<file path="src/rtl/lcd_bus_responder.sv">
// lcd_bus_responder: HD44780-compatible bus responder with DDRAM image, AC, busy flag and host read port
module lcd_bus_responder #(
  parameter int BUSY_CYCLES  = 4,
  parameter int HOME_CYCLES  = 40,
  parameter int CLEAR_CYCLES = 160
) (
  input  logic       clk,
  input  logic       rst,
  input  logic       lcd_e,
  input  logic       lcd_rs,
  input  logic       lcd_rw,
  input  logic [7:0] lcd_data_in,
  output logic [7:0] lcd_data_out,
  output logic       lcd_data_oe,
  input  logic [6:0] disp_addr,
  output logic [7:0] disp_char,
  output logic [6:0] cursor_addr,
  output logic       disp_on,
  output logic       busy,
  output logic       protocol_err
);
  logic [7:0] mem [80];
  logic e_q, fall, acc, instr, dwr, rd_step, clr, home, mem_we;
  logic [6:0] ac_q, ac_d, ac_inc, ac_dec, ac_set, a, idx, fill_q, fill_d, mem_wa;
  logic [7:0] mem_wd, out_q, out_d, dc_q, dc_d;
  logic [15:0] cnt_q, cnt_d;
  logic id_q, id_d, s_q, s_d, d_q, d_d, c_q, c_d, b_q, b_d;
  logic dl_q, dl_d, n_q, n_d, f_q, f_d, cg_q, cg_d, fa_q, fa_d, oe_q, oe_d, err_q, err_d;
  assign fall    = e_q & ~lcd_e;
  assign busy    = (cnt_q != 16'd0) | fa_q;
  assign acc     = fall & ~busy & ~lcd_rw;
  assign instr   = acc & ~lcd_rs;
  assign dwr     = acc & lcd_rs;
  assign rd_step = fall & ~busy & lcd_rw & lcd_rs;
  assign clr     = instr & (lcd_data_in == 8'h01);
  assign home    = instr & (lcd_data_in[7:1] == 7'h01);
  assign a       = lcd_data_in[6:0];
  // AC lives in two 40-cell windows: 0x00-0x27 and 0x40-0x67
  assign ac_inc  = (ac_q == 7'h27) ? 7'h40 : (ac_q == 7'h67) ? 7'h00 : ac_q + 7'd1;
  assign ac_dec  = (ac_q == 7'h00) ? 7'h67 : (ac_q == 7'h40) ? 7'h27 : ac_q - 7'd1;
  assign ac_set  = (a >= 7'h68) ? 7'h00 : (a >= 7'h28 && a < 7'h40) ? 7'h40 : a;
  assign idx     = ac_q[6] ? ac_q - 7'd24 : ac_q;
  always_comb begin
    ac_d = ac_q;
    id_d = id_q;
    s_d = s_q;
    d_d = d_q;
    c_d = c_q;
    b_d = b_q;
    dl_d = dl_q;
    n_d = n_q;
    f_d = f_q;
    cg_d = cg_q;
    if (instr) begin
      if (lcd_data_in[7]) begin
        cg_d = 1'b0;
        ac_d = ac_set;
      end else if (lcd_data_in[6]) cg_d = 1'b1;
      else if (lcd_data_in[5]) {dl_d, n_d, f_d} = lcd_data_in[4:2];
      else if (lcd_data_in[4]) ac_d = lcd_data_in[3] ? ac_q : lcd_data_in[2] ? ac_inc : ac_dec;
      else if (lcd_data_in[3]) {d_d, c_d, b_d} = lcd_data_in[2:0];
      else if (lcd_data_in[2]) {id_d, s_d} = lcd_data_in[1:0];
      else if (lcd_data_in[1]) ac_d = 7'h00;
      else if (lcd_data_in[0]) begin
        ac_d = 7'h00;
        id_d = 1'b1;
      end
    end
    if (dwr | rd_step) ac_d = id_q ? ac_inc : ac_dec;
  end
  always_comb begin
    cnt_d  = clr ? 16'(CLEAR_CYCLES) : home ? 16'(HOME_CYCLES) : acc ? 16'(BUSY_CYCLES)
           : cnt_q - {15'd0, cnt_q != 16'd0};
    fa_d   = clr | (fa_q & (fill_q != 7'd79));
    fill_d = clr ? 7'd0 : fa_q ? fill_q + 7'd1 : fill_q;
    mem_we = fa_q | (dwr & ~cg_q);
    mem_wa = fa_q ? fill_q : idx;
    mem_wd = fa_q ? 8'h20 : lcd_data_in;
    oe_d   = lcd_e & lcd_rw;
    out_d  = ~oe_d ? 8'h00 : ~lcd_rs ? {busy, ac_q} : busy ? 8'h00 : mem[idx];
    err_d  = fall & busy & (~lcd_rw | lcd_rs);
    dc_d   = (disp_addr > 7'd79) ? 8'h00 : mem[disp_addr];
  end
  always_ff @(posedge clk) if (!rst && mem_we) mem[mem_wa] <= mem_wd;
  always_ff @(posedge clk) begin
    if (rst) begin
      e_q <= 1'b0;
      ac_q <= 7'h00;
      {id_q, s_q, d_q, c_q, b_q} <= 5'b10000;
      {dl_q, n_q, f_q, cg_q} <= 4'b0000;
      cnt_q <= 16'd0;
      fa_q <= 1'b0;
      fill_q <= 7'd0;
      out_q <= 8'h00;
      oe_q <= 1'b0;
      err_q <= 1'b0;
      dc_q <= 8'h00;
    end else begin
      e_q <= lcd_e;
      ac_q <= ac_d;
      {id_q, s_q, d_q, c_q, b_q} <= {id_d, s_d, d_d, c_d, b_d};
      {dl_q, n_q, f_q, cg_q} <= {dl_d, n_d, f_d, cg_d};
      cnt_q <= cnt_d;
      fa_q <= fa_d;
      fill_q <= fill_d;
      out_q <= out_d;
      oe_q <= oe_d;
      err_q <= err_d;
      dc_q <= dc_d;
    end
  end
  assign lcd_data_out = out_q;
  assign lcd_data_oe  = oe_q;
  assign disp_char    = dc_q;
  assign cursor_addr  = ac_q;
  assign disp_on      = d_q;
  assign protocol_err = err_q;
endmodule

</file>
<file path="config.mk">
export PLATFORM = sky130hd
export DESIGN_NAME = lcd_bus_responder
export DESIGN_NICKNAME = d
export VERILOG_FILES = /design/src/rtl/lcd_bus_responder.sv
export SDC_FILE = /design/constraint.sdc
export NUM_CORES = 1
export LEC_CHECK = 0
export CAP_MARGIN = 20
export CORE_MARGIN = 1.5
export CORE_UTILIZATION = 30
export DETAILED_ROUTE_END_ITERATION = 7
export SLEW_MARGIN = 20
export SYNTH_ARGS = -nofsm -noshare
export SYNTH_HDL_FRONTEND = slang
export SYNTH_SLANG_ARGS = --single-unit
</file>
<file path="constraint.sdc">
create_clock -name clk -period 4 [get_ports clk]
set_input_delay 0.6 -clock clk [delete_from_list [all_inputs] [get_ports clk]]
set_output_delay 0.6 -clock clk [all_outputs]
set_load 0.01 [all_outputs]
</file>
==> results of run 1 <==
worst max-delay path, cell delays in order (launching register included):
cell and delay [ns]:
dfxtp_1 0.35, or4_1 0.55, or4_4 0.47, nor3_2 0.20, buf_4 0.24, inv_2 0.15
clkdlybuf4s50_1 0.51
routing by layer:
layer  global-route usage  vias up  wire, µm
met5                    0        -        36
met1                0.254    11112     42700
met4               0.0652        6      3540
met2                0.299     1267     50200
met3               0.0493      195     11500
li1                     -     8706         -
cells by family after synthesis:
group,Yosys count,synth area share
mux,440,0.235
xor+xnor,34,0.00894
fa+ha+maj,9,0.00338
flops,693,0.609
simple gates,387,0.0542
compound gates,310,0.0669
buf+inv,171,0.0223
cell type report:
cell class | instances | area share
Inverter | 14 | 0.00134
Clock inverter | 38 | 0.0118
Clock buffer | 93 | 0.0516
Timing Repair Buffer | 229 | 0.0523
Sequential cell | 693 | 0.519
Multi-Input combinational cell | 1180 | 0.316
Tap cell | 1488 | 0.0476
cell usage in the layout (no fill, tap or decap), types with 12 or more instances in the layout:
cell type / n
edfxtp_1: 640
mux4_2: 269
nor2_1: 180
buf_4: 167
mux2i_1: 125
nand2_1: 85
clkbuf_16: 77
a221oi_1: 61
a21oi_1: 57
dfxtp_1: 49
mux2_2: 46
o21ai_0: 43
clkdlybuf4s50_1: 42
a211o_1: 22
xnor2_1: 21
nor3_1: 19
nand3_1: 19
buf_12: 17
nand3b_1: 14
o22ai_1: 13
o211ai_1: 13
o221ai_1: 13
clkbuf_1: 13
inv_1: 12
xor2_1: 12
flip-flops by register name, summed over array words and instances, names as in the netlist:
register,flops
disp_on,1
cg_q,1
id_q,1
protocol_err,1
mem,640
fa_q,1
lcd_data_oe,1
fill_q,7
cursor_addr,7
e_q,1
lcd_data_out,8
cnt_q,16
disp_char,8
final timing paths:
check	start	to	slack [ns]	cells after the start
worst max-delay path	cnt_q[9]	busy	0.29	6
worst min register to register	cnt_q[6]	cnt_q[6]	0.47	2
worst min-delay path	cnt_q[6]	cnt_q[6]	0.47	2
worst max register to register	cursor_addr[0]	lcd_data_out[4]	0.66	7
metrics by stage:
step                      hold WS [ns]  setup slack (ns)  std cells
after floorplan                  0.436             0.482       2044
after global placement           0.456             0.575       3604
after detailed placement         0.454             0.614       3604
after CTS                        0.464             0.278       3735
after global routing             0.478             0.206       3735
final                            0.467             0.286       3735
power groups by stage:
stage	Clock, mW	Sequential [mW]	Combinational, mW
2_1_floorplan	0	8.17	0.952
3_3_place_gp	0	8.18	1.50
3_5_place_dp	0	8.18	1.52
4_1_cts	7.15	8.03	1.53
5_1_grt	7.43	8.03	1.63
6_report	7.07	8.03	1.54
==> results.sh, run 1 <==
export IMPL_run_status="finished clean"
export IMPL_fp_dieW_um=336
export IMPL_regArea_um2=20300
export IMPL_synth_warnings=0
export IMPL_worst_setup_path_type="register to output pin"
export IMPL_post_cts_setup_buffers=0
export IMPL_cts_htree_levels=3
export IMPL_cts_repair_resize_count=0
export IMPL_synth_seq_area_share=0.609
export IMPL_largest_net_degree_at_the_start_of_global_routing=81
export IMPL_area_growth_synth_to_final_pct=17.4
export IMPL_synth_edf_count=640
export IMPL_netSwitchingPower_mw=3.88
export IMPL_dp_hpwl_mm=74.3
export IMPL_cts_sinks=693
export IMPL_drt_iter0_markers=2898
export IMPL_relSlewSlack=0.217
export IMPL_cellInternalPower_mw=12.8
export IMPL_placement_cell_area_um2=36600
export IMPL_drt_wirelength_per_cell_um=28.9
export IMPL_timing_final_setup_violations=0
export IMPL_p_seq_frac=0.483
export IMPL_count_of_filler_cells_inserted_in_the_layout=10250
export IMPL_mappedNetlistNets=2073
export IMPL_placement_io_buffers=46
export IMPL_finalClockSkew_ns=0.0271
export IMPL_shortest_period_the_worst_path_allows_ns=3.71
export IMPL_worstSetupEndpointType="output pin"
export IMPL_routed_wirelength_mm=108
export IMPL_post_route_util=0.354
export IMPL_ant_nets=0
export IMPL_tritoncts_clock_tree="yes"
export IMPL_ioPinCount=47
export IMPL_critPathRequiredTime_ns=3.40
export IMPL_post_route_cells_drive_above_1_share=0.288
export IMPL_synth_distinct_cells=71
export IMPL_die_area_um2=113000
export IMPL_yosysTopAreaCellShare=0.577
export IMPL_synthesis_area_um2=33300
export IMPL_yosysTopAreaCell="edfxtp_1"
export IMPL_slew_viol_final=0
export IMPL_track_usage=0.190
export IMPL_dieHeight_um=336
export IMPL_postSynthCellCount=2044
export IMPL_pwr_share_comb=0.092
export IMPL_worst_slew_pin_transition_ns=1.17
export IMPL_fmaxAchievable_mhz=269
export IMPL_cellPowerDensity_nw_per_um2=426
export IMPL_multiInputGateArea_um2=12400
export IMPL_grt_pass1_wl_mm=155
export IMPL_library_cell_with_the_highest_instance_count_after_synthesis="edfxtp_1"
export IMPL_grt_antenna_before_repair=5
export IMPL_power_ir_vdd_worst_uv=238
export IMPL_post_route_period_util=0.929
export IMPL_worstSetupStartpointType="register"
export IMPL_finalSetupTns_ns=0
export IMPL_cts_buffers=75
export IMPL_min_delay_path_class="register to register"
export IMPL_power_leakage_nw=12.1
export IMPL_globalplace_congestion=0.925
export IMPL_synthTopCellsByArea="edfxtp_1 (58%), mux4_2 (18%), mux2i_1 (3.8%), dfxtp_1 (3.2%), nor2_1 (2.1%)"
export IMPL_rows=122
export IMPL_detail_route_vias_per_cell=5.70
export IMPL_routed_via_count=21286
export IMPL_grt_pass1_vias=21213
export IMPL_rsz0062_at_grt="false"
export IMPL_antenna_diode_count=0
export IMPL_grt_remaining_overflow=0
export IMPL_critPathArrivalTime_ns=3.11
export IMPL_number_of_failing_hold_endpoints_at_the_final_stage=0
export IMPL_fin_area_um2=39100
export IMPL_clock_root_buffer_master="clkbuf_16"
export IMPL_total_power_draw_mw=16.6
export IMPL_finalNetCount=2222
export IMPL_synth_top_cells_by_count="edfxtp_1 (640), mux4_2 (269), nor2_1 (182)"
export IMPL_drt_pass1_iter_count=7
export IMPL_coreArea_um2=110000
export IMPL_clock_slew_seen_by_the_registers_of_the_worst_setup_and_hold_paths_ns=0.06
export IMPL_synth_top_flop_cell="edfxtp_1"
export IMPL_drc=0
export IMPL_insertion_delay_ns=0.64
export IMPL_clockPowerShare=0.425
export IMPL_swShare=0.233
export IMPL_effective_utilization_at_floorplan=0.302
export IMPL_drv_cap=0
export IMPL_asyncSetResetFlopFracSynth=0
export IMPL_postSynthRegisterBits=693
export IMPL_critPathMaxFanout=10
export IMPL_cts_hold_buffers=0
export IMPL_synth_area_per_cell_um2=16.3
export IMPL_cts_buffer_depth=3
(Power assumes the default switching activity.)
==> inputs of run 2 (changes only) <==
--- a/config.mk
+++ b/config.mk
@@ -7,7 +7,7 @@
 export LEC_CHECK = 0
 export CAP_MARGIN = 20
 export CORE_MARGIN = 1.5
-export CORE_UTILIZATION = 30
+export CORE_UTILIZATION = 47
 export DETAILED_ROUTE_END_ITERATION = 7
 export SLEW_MARGIN = 20
 export SYNTH_ARGS = -nofsm -noshare
==> constraint.sdc (replaced) <==
create_clock -name clk -period 4 [get_ports clk]
set_input_delay 0.6 -clock clk [delete_from_list [all_inputs] [get_ports clk]]
set_output_delay 0.6 -clock clk [all_outputs]
set_load 0.1 [all_outputs]
==> results.sh, run 2 (synthesized netlist as in run 1, its figures left out) <==
export IMPL_fmaxAchievable_mhz=293
export IMPL_dp_hpwl_mm=68.5
export IMPL_clock_root_buffer_master="clkbuf_16"
export IMPL_post_cts_setup_buffers=0
export IMPL_worst_path_buf_inv=0
export IMPL_final_common_cell="edfxtp_1"
export IMPL_ioPinCount=47
export IMPL_placement_cell_area_um2=35700
export IMPL_critPathArrivalTime_ns=3.67
export IMPL_finalNetCount=2188
export IMPL_largest_register_ffs=640
export IMPL_drv_cap=0
export IMPL_worst_path_dominant_cell_family="simple AND/OR/NAND/NOR gates"
export IMPL_cpMaxStageDelayCell="nor2_1"
export IMPL_timing_final_setup_violations=0
export IMPL_drc=0
export IMPL_worst_slew_pin_transition_ns=1.15
export IMPL_detail_route_vias_per_cell=6.65
export IMPL_post_route_period_util=0.852
export IMPL_worstHoldStart="cnt_q[6]"
export IMPL_placement_io_buffers=46
export IMPL_routed_via_count=20999
export IMPL_track_usage=0.284
export IMPL_cts_buffer_depth=3
export IMPL_largest_registers="mem: 640 flops, cnt_q: 16 flops"
export IMPL_drt_iter0_markers=2895
export IMPL_finalSetupTns_ns=0
export IMPL_cts_sinks=693
export IMPL_relSlewSlack=0.231
export IMPL_ant_nets=0
export IMPL_cpPeakStageDelay_ns=0.74
export IMPL_finalWorstSetupSlack_ns=0.593
export IMPL_worst_r2r_path_depth=7
export IMPL_dieHeight_um=269
export IMPL_setup_reg_to_reg_worst_slack_ns=0.59
export IMPL_power_ir_vdd_worst_uv=359
export IMPL_power_leakage_nw=12.0
export IMPL_worstSetupEndpointType="register"
export IMPL_worst_setup_path_type="register to register"
export IMPL_coreArea_um2=70000
export IMPL_holdPathStages=2
export IMPL_run_status="finished clean"
export IMPL_grt_antenna_before_repair=3
export IMPL_cts_htree_levels=3
export IMPL_crit_start="cnt_q[9]"
export IMPL_die_area_um2=72400
export IMPL_shortest_period_the_worst_path_allows_ns=3.41
export IMPL_critPathMaxFanout=8
export IMPL_worstReg2RegStart="cnt_q[9]"
export IMPL_cts_repair_resize_count=0
export IMPL_area_growth_synth_to_final_pct=14.6
export IMPL_clock_slew_seen_by_the_registers_of_the_worst_setup_and_hold_paths_ns=0.06
export IMPL_fp_dieW_um=269
export IMPL_slew_viol_final=0
export IMPL_worstSetupStartpointType="register"
export IMPL_grt_remaining_overflow=0
export IMPL_hold_path_endpoint="cnt_q[6]"
export IMPL_drt_wirelength_per_cell_um=32.6
export IMPL_effective_utilization_at_floorplan=0.475
export IMPL_cts_buffers=76
export IMPL_dp_slack_ns=0.482
export IMPL_post_route_cells_drive_above_1_share=0.276
export IMPL_drt_pass1_iter_count=6
export IMPL_post_route_util=0.545
export IMPL_critPathRequiredTime_ns=4.26
export IMPL_tritoncts_clock_tree="yes"
export IMPL_cts_hold_buffers=0
export IMPL_cellPowerDensity_nw_per_um2=437
export IMPL_fin_area_um2=38100
export IMPL_rsz0062_at_grt="false"
export IMPL_insertion_delay_ns=0.63
export IMPL_min_delay_path_class="register to register"
export IMPL_largest_register="mem"
export IMPL_r2r_endpoint="mem[18][3]"
export IMPL_mostFrequentLayoutCells="edfxtp_1 (640), mux4_2 (269), nor2_1 (180)"
export IMPL_grt_pass1_vias=20829
export IMPL_worstPathCellList="or4_1 > or4_4 > nor3_2 > a31o_2 > nand3b_4 > or2_1 > nor2_1"
export IMPL_grt_pass1_wl_mm=149
export IMPL_largest_net_degree_at_the_start_of_global_routing=81
export IMPL_rows=97
export IMPL_finalClockSkew_ns=0.0331
export IMPL_number_of_failing_hold_endpoints_at_the_final_stage=0
export IMPL_globalplace_congestion=1.01
export IMPL_routed_wirelength_mm=103
## run 2: layout make-up
cell class / instances / area [µm²]
fill: 5640 / 31900
sequential: 693 / 20300
multi-input combinational: 1180 / 12400
clock buffer: 92 / 2000
timing repair buffer: 194 / 1780
tap: 940 / 1180
clock inverter: 43 / 453
inverter: 14 / 52.6
antenna: 1 / 2.50
## run 2: tightest hold or removal path, cell delays in order (launching register included)
cell and delay [ns]:
dfxtp_1 0.31, nand2_1 0.05, a21oi_1 0.05
## run 2: how the worst max path moves through the flow
stage                 endpoint  slack (ns)  cells after the start
5_1_grt             mem[20][6]        0.48                      7
3_3_place_gp   lcd_data_out[3]        0.47                      8
6_report            mem[18][3]        0.59                      7
4_1_cts             mem[18][3]        0.60                      7
3_5_place_dp        mem[18][2]        0.48                      7
2_1_floorplan       mem[72][0]        0.26                      7
## run 2: metrics by stage
stage | instances | total power [mW] | hold slack [ns]
after floorplan | 2044 | 9.23 | 0.436
after global placement | 3021 | 9.75 | 0.443
after detailed placement | 3021 | 9.77 | 0.456
after CTS | 3156 | 16.7 | 0.465
after global routing | 3157 | 17.1 | 0.496
final | 3157 | 16.7 | 0.466
## run 2: layer usage
layer  vias up  global-route usage  wire length, µm
met5         -                   0               13
met4         2               0.110             4090
met3       209              0.0580            10100
met2      1196               0.448            48700
met1     10957               0.390            40000
li1       8635                   -                -
## run 2: where the power goes
| group | switching, mW | total (mW) | internal [mW] |
|---|---|---|---|
| Clock | 2.87 | 7.01 | 4.15 |
| Sequential | 0.0583 | 8.02 | 7.97 |
| Combinational | 0.999 | 1.61 | 0.614 |
